[src/rtl/clip_pkg.sv]
// Shared widths, sample types and the magnitude helper for the sample clipper.
package clip_pkg;

  localparam int IN_W  = 32;
  localparam int OUT_W = 16;
  localparam int THR_W = 15;
  localparam int CNT_W = 16;

  typedef logic signed [OUT_W-1:0] sample_t;
  typedef logic signed [IN_W-1:0]  acc_t;

  // Absolute value widened by one bit so that -2^31 maps to +2^31 exactly.
  function automatic logic [IN_W:0] mag33(input acc_t x);
    logic [IN_W:0] ext_v;
    ext_v = {x[IN_W-1], x};
    if (x[IN_W-1]) begin
      return ~ext_v + 33'd1;
    end else begin
      return ext_v;
    end
  endfunction

endpackage

[src/rtl/clip_core.sv]
// Combinational transfer function: magnitude clip (hard) or soft knee when
// SOFT_CLIP_EN is defined. Reports whether the sample was modified.
module clip_core
  import clip_pkg::*;
(
  input  acc_t             x,
  input  logic [THR_W-1:0] thr,
  output sample_t          result,
  output logic             clipped
);

  logic [IN_W:0]      mag_s;
  logic [THR_W-1:0]   mag_out_s;
  sample_t            mag16_s;
`ifdef SOFT_CLIP_EN
  logic [THR_W-1:0]   knee_s;
  logic [THR_W+1:0]   three_k_s;
  logic [OUT_W-1:0]   diff_s;
`endif

  // Shape the magnitude, then restore the sign; output stays within +/-thr.
  always_comb begin
    mag_s     = mag33(x);
    mag_out_s = thr;
`ifdef SOFT_CLIP_EN
    knee_s    = thr >> 1;
    three_k_s = {2'b00, knee_s} + {1'b0, knee_s, 1'b0};
    diff_s    = mag_s[OUT_W-1:0] - {1'b0, knee_s};
    if (mag_s <= {18'd0, knee_s}) begin
      mag_out_s = mag_s[THR_W-1:0];
    end else if (mag_s < {16'd0, three_k_s}) begin
      mag_out_s = knee_s + 15'(diff_s >> 1);
    end else begin
      mag_out_s = thr;
    end
`else
    if (mag_s > {18'd0, thr}) begin
      mag_out_s = thr;
    end else begin
      mag_out_s = mag_s[THR_W-1:0];
    end
`endif
    mag16_s = sample_t'({1'b0, mag_out_s});
    if (x[IN_W-1]) begin
      result = -mag16_s;
    end else begin
      result = mag16_s;
    end
    clipped = (mag_s != {18'd0, mag_out_s});
  end

endmodule

[src/rtl/sample_clipper.sv]
// Two-stage valid/ready sample clipper: S1 captures sample and threshold,
// S2 holds the shaped result. Soft-knee shaping selected by SOFT_CLIP_EN.
module sample_clipper
  import clip_pkg::*;
(
  input  logic             clk,
  input  logic             rst_n,
  input  logic             in_valid,
  output logic             in_ready,
  input  logic [IN_W-1:0]  in_data,
  input  logic [THR_W-1:0] thr,
  output logic             out_valid,
  input  logic             out_ready,
  output logic [OUT_W-1:0] out_data,
  output logic             clip_active,
  input  logic             clear_count,
  output logic [CNT_W-1:0] clip_count
);

  logic             s1_valid_r;
  acc_t             s1_data_r;
  logic [THR_W-1:0] s1_thr_r;
  logic             s2_adv_s;
  logic             cnt_inc_s;
  sample_t          core_result_s;
  logic             core_clipped_s;

  clip_core u_core (
    .x       (s1_data_r),
    .thr     (s1_thr_r),
    .result  (core_result_s),
    .clipped (core_clipped_s)
  );

  // Handshake: S2 frees when empty or draining; S1 frees when empty or moving on.
  always_comb begin
    s2_adv_s  = !out_valid || out_ready;
    in_ready  = !s1_valid_r || s2_adv_s;
    cnt_inc_s = out_valid && out_ready && clip_active;
  end

  // S1 register: sample and its threshold are captured together.
  always_ff @(posedge clk or negedge rst_n) begin
    if (!rst_n) begin
      s1_valid_r <= 1'b0;
      s1_data_r  <= '0;
      s1_thr_r   <= '0;
    end else if (in_ready) begin
      s1_valid_r <= in_valid;
      if (in_valid) begin
        s1_data_r <= acc_t'(in_data);
        s1_thr_r  <= thr;
      end
    end
  end

  // S2 register: holds the shaped sample stable while downstream stalls.
  always_ff @(posedge clk or negedge rst_n) begin
    if (!rst_n) begin
      out_valid   <= 1'b0;
      out_data    <= '0;
      clip_active <= 1'b0;
    end else if (s2_adv_s) begin
      out_valid <= s1_valid_r;
      if (s1_valid_r) begin
        out_data    <= core_result_s;
        clip_active <= core_clipped_s;
      end
    end
  end

  // Saturating count of modified samples actually handed downstream; clear wins.
  always_ff @(posedge clk or negedge rst_n) begin
    if (!rst_n) begin
      clip_count <= '0;
    end else if (clear_count) begin
      clip_count <= '0;
    end else if (cnt_inc_s && (clip_count != 16'hFFFF)) begin
      clip_count <= clip_count + 16'd1;
    end
  end

endmodule

[config.mk]
export PLATFORM = sky130hd
export DESIGN_NAME = sample_clipper
export DESIGN_NICKNAME = d
export VERILOG_FILES = /design/src/rtl/clip_pkg.sv /design/src/rtl/clip_core.sv /design/src/rtl/sample_clipper.sv
export SDC_FILE = /design/constraint.sdc
export NUM_CORES = 1
export LEC_CHECK = 0
export CORE_ASPECT_RATIO = 2
export CORE_MARGIN = 2
export CORE_UTILIZATION = 50
export CTS_BUF_LIST = sky130_fd_sc_hd__clkbuf_8 sky130_fd_sc_hd__clkbuf_16
export DETAILED_ROUTE_END_ITERATION = 8
export PLACE_DENSITY = 0.76
export SETUP_SLACK_MARGIN = 0.5
export SLEW_MARGIN = 40
export SYNTH_ARGS = -nofsm -noshare
export SYNTH_HDL_FRONTEND = slang
export SYNTH_SLANG_ARGS = --single-unit
[constraint.sdc]
create_clock -name clk -period 9.2 [get_ports clk]
set_input_delay 1.84 -clock clk [delete_from_list [all_inputs] [get_ports clk]]
set_output_delay 1.84 -clock clk [all_outputs]
set_load 0.03 [all_outputs]
==> flow_results.org <==
** Clocking
- Once the clock tree was built, the setup fixing pass inserted 0 buffers.
- TritonCTS built the clock tree.
- The cell sitting at the root of the clock tree is a sky130_fd_sc_hd__clkbuf_16.
- The later pin in the worst-skew pair is clocked with a latency of 350 ps.
- CTS sink cnt :: 82
- The H-tree generated during clock tree synthesis spans 3 levels.
- Clock transition at path regs :: 60 ps
- The clock passes through at most 2 buffers.
- Number of gates resized after cts :: 0
- Total of hold buffers inserted after clock tree synthesis :: 0
- CTS buffer count :: 9

** Synth
- Cell with the most instances after synthesis :: sky130_fd_sc_hd__dfrtp_1
- Number of flops mapped to enable cells by yosys :: 0
- Synth cell types :: between 50 and 60
- Yosys printed 0 warnings.
- Part of the Yosys area used for sequential elements :: 0.377
- The number of nets in the synthesized netlist is 655.
- Per-instance average area after synthesis :: 9.31 µm²
- Portion of synthesized cell area occupied by the leading cell type :: 0.377
- For this run, the leading register cell type out of synthesis is sky130_fd_sc_hd__dfrtp_1.
- Cells after Synth :: a little under 600
- Post-synth ARST share :: 1.00
- The biggest area contributor in the post-synthesis netlist is sky130_fd_sc_hd__dfrtp_1.
- Sorting the synthesized cells by area gives the leading types as sky130_fd_sc_hd__dfrtp_1 38%, sky130_fd_sc_hd__mux2_2 10%, sky130_fd_sc_hd__xnor2_1 7.4%.
- Netlist Area Pre-Place :: between 5000 and 6000 µm²
- By count the netlist is led by 82 x sky130_fd_sc_hd__dfrtp_1, 59 x sky130_fd_sc_hd__nand2_1, 49 x sky130_fd_sc_hd__mux2_2.
- Number of flip-flops and latches in the synthesized netlist :: slightly above 80

** STA
- For the finished layout, the period the worst path requires is 6210 ps.
- Setup violations remaining at the end of the flow were counted as 0.
- The hold violation count in the final report came to 0.
- Setup repair after global routing left no endpoint under its margin.
- Total negative slack for setup checks :: 0 ps
- Worst setup skew after layout :: about 7.6 ps
- In the finished design, the share of the clock period the worst path needs comes to 0.675.
- Final-report max-slew violation count :: 0
- Timing would allow up to 161 MHz.
- At the pin with the least slew margin, the transition time is 776 ps.
- Max-slew headroom :: 0.479

** Critical path
- Along the worst path, the maximum fanout reaches 16.
- Worst Path Required :: 9470 ps
- Critical Path Start Type :: flip-flop
- Worst setup path class :: reg2reg
- The worst setup path is captured at a flip-flop.
- Arrival time of the worst setup path :: 6480 ps

** Pwr
- Summing internal, switching and leakage power gives 1.28 mW.
- Power per Cell Area :: 193 nW/µm²
- The share of total power dissipated in combinational logic is 0.365.
- Of the total power, the clock network draws 0.256.
- The analysis attributes to cell leakage a power of between 2 and 3 nW.
- Of the total power, the share spent switching nets is 0.364.
- Sequential group share of total power :: 0.379
- IR analysis of the VDD net gives a maximum drop of between 0.1 and 0.15 mV.
- Sw power :: 0.468 mW
- Internal power comes to 0.817 mW.

** Floorplanning
- The core region is 10500 µm².
- The initial utilization of the core area, before any placement, comes to 0.516.
- Boundary pin count :: 87
- Number of rows in the core area :: 53
- The floorplan step set the die width to 77.8 µm.
- The floorplan step set the die height to 152 µm.
- Area enclosed by the die boundary :: 11800 µm²

** Route
- The count of nets left with antenna violations once routing finished came out at 0.
- Dividing the detail-routed via count by the number of cells gives 5.87.
- The final layout contains routed wiring with a total length of 13900 µm.
- Detailed-route via count :: 4694
- DRC violation count after routing :: 0
- For this block, the initial DRC count from the detailed router was 227.
- First drt pass iteration count :: 4
- In the final routed layout, each cell accounts on average for between 15 and 20 µm.

** Job
- The tool flagged a number of max-cap violations equal to 0.

** Global routing
- Vias in the first global route :: around 4800
- Antenna violations before repair :: 0
- Overflow left after global routing :: 0
- Entering global routing, the biggest net connects 83 pins.
- The first global-routing pass estimated 22600 µm of wire.
- Total routing usage reported by global routing :: 0.245

** Layout
- The number of antenna diodes in the final layout is 0.
- Registers take 2050 µm².
- Of the cells placed in the final design, the portion with a size suffix greater than 1 is 0.119.
- Fin area :: 6650 µm²
- The final layout contains 728 nets.
- Area of the multi-input gates :: 3160 µm²
- Compared with the post-synthesis result, the final layout area differs by 22.2%.
- Once layout is complete, the utilization of the core stands at 0.631.
- The layout has 879 filler cells.

** Placement
- Placed standard-cell area :: 6380 µm²
- Once detailed placement completed, the half-perimeter wirelength came to around 11000 µm.
- Routability-driven placement finished with a final weighted congestion of 0.961.
- Count of input and output buffers :: 86

** Outcome
- The run finished with clean final reports.

** Hold path
- The tightest min-delay check is of the reg2reg type.
## power by group through the flow
stage / sequential, mW / combinational (mW) / clock (mW)
after detailed placement: 0.492 / 0.469 / 0
after floorplan: 0.506 / 0.297 / 0
after global placement: 0.488 / 0.458 / 0
after global routing: 0.495 / 0.514 / 0.349
final: 0.487 / 0.469 / 0.329
after CTS: 0.486 / 0.470 / 0.335
## metrics by stage
stage | setup WS, ps | hold slack [ps] | std cells
final | 2990 | 477 | 800
after global routing | 2610 | 516 | 800
after CTS | 3030 | 487 | 800
after detailed placement | 3100 | 474 | 784
after global placement | 3250 | 468 | 784
after floorplan | 3760 | 472 | 585
## cell families after synthesis
family,after synthesis,share of synthesized area
flip-flops,82,0.377
adder cells (fa/ha/maj),18,0.0414
AO/OA/AOI/OAI,99,0.121
multiplexers,62,0.125
XOR/XNOR,56,0.0901
AND/OR/NAND/NOR,210,0.201
buffers and inverters,58,0.0448
## placed cells by master (no fill, tap or decap), drive strengths merged, types with 4 or more instances in the layout
cell,n
clkbuf,10
nor2,37
inv,33
nand4,9
o21ai,34
o31ai,12
or4,12
dfrtp,82
and4,4
mux2,49
nor3,21
nand3,16
nor4,11
xnor2,46
xor2,10
mux2i,13
nand2b,5
ha,18
a21o,5
clkdlybuf4s50,85
or3,18
nand2,59
a211oi,4
a21oi,16
o41ai,4
## flip-flops by register name (all words and copies together), names as in the netlist
name / flops
clip_active: 1
clip_count: 16
out_data: 16
out_valid: 1
s1_data_r: 32
s1_thr_r: 15
s1_valid_r: 1
## critical path, stage by stage, from the launching register on
cell and delay (ps):
sky130_fd_sc_hd__dfrtp_1 460, sky130_fd_sc_hd__inv_1 120, sky130_fd_sc_hd__ha_1 170, sky130_fd_sc_hd__or3b_2 580
sky130_fd_sc_hd__o41ai_1 410, sky130_fd_sc_hd__xor2_1 320, sky130_fd_sc_hd__inv_1 120, sky130_fd_sc_hd__ha_1 310
sky130_fd_sc_hd__a21oi_1 150, sky130_fd_sc_hd__nor2_1 60, sky130_fd_sc_hd__a2111oi_0 380, sky130_fd_sc_hd__nor2_1 130
sky130_fd_sc_hd__a211o_1 250, sky130_fd_sc_hd__and2_1 230, sky130_fd_sc_hd__nor2_8 330, sky130_fd_sc_hd__mux2i_1 310
sky130_fd_sc_hd__ha_1 250, sky130_fd_sc_hd__inv_1 50, sky130_fd_sc_hd__or3_1 380, sky130_fd_sc_hd__nor2_1 280
sky130_fd_sc_hd__nand4_1 180, sky130_fd_sc_hd__o31ai_1 300, sky130_fd_sc_hd__xnor2_1 150, sky130_fd_sc_hd__mux2i_1 90
sky130_fd_sc_hd__o21ai_1 120
## routing by layer
metal | GRT usage | wire (µm) | vias to the layer above
met2 | 0.489 | 8060 | 135
met1 | 0.229 | 4790 | 2266
met3 | 0.0415 | 473 | 40
met4 | 0.130 | 624 | 0
li1 | - | - | 2253
met5 | 0 | 0 | -
## final timing paths
path	slack, ps	startpoint	to	cells after the start
worst max register to register	2990	s1_data_r[0]	out_data[14]	24
worst min register to register	480	out_data[5]	out_data[5]	2
worst min-delay path	480	out_data[5]	out_data[5]	2
max in group asynchronous	7130	rst_n	clip_count[5]	1
worst max-delay path	2990	s1_data_r[0]	out_data[14]	24
min in group asynchronous	1500	rst_n	s1_thr_r[7]	1
## cell type report
type / count / area share
Sequential cell: 82 / 0.309
Clock inverter: 6 / 0.00508
Timing Repair Buffer: 88 / 0.132
Tap cell: 137 / 0.0258
Clock buffer: 10 / 0.0359
Inverter: 32 / 0.0181
Multi-Input combinational cell: 445 / 0.475
(Power assumes the default switching activity.)
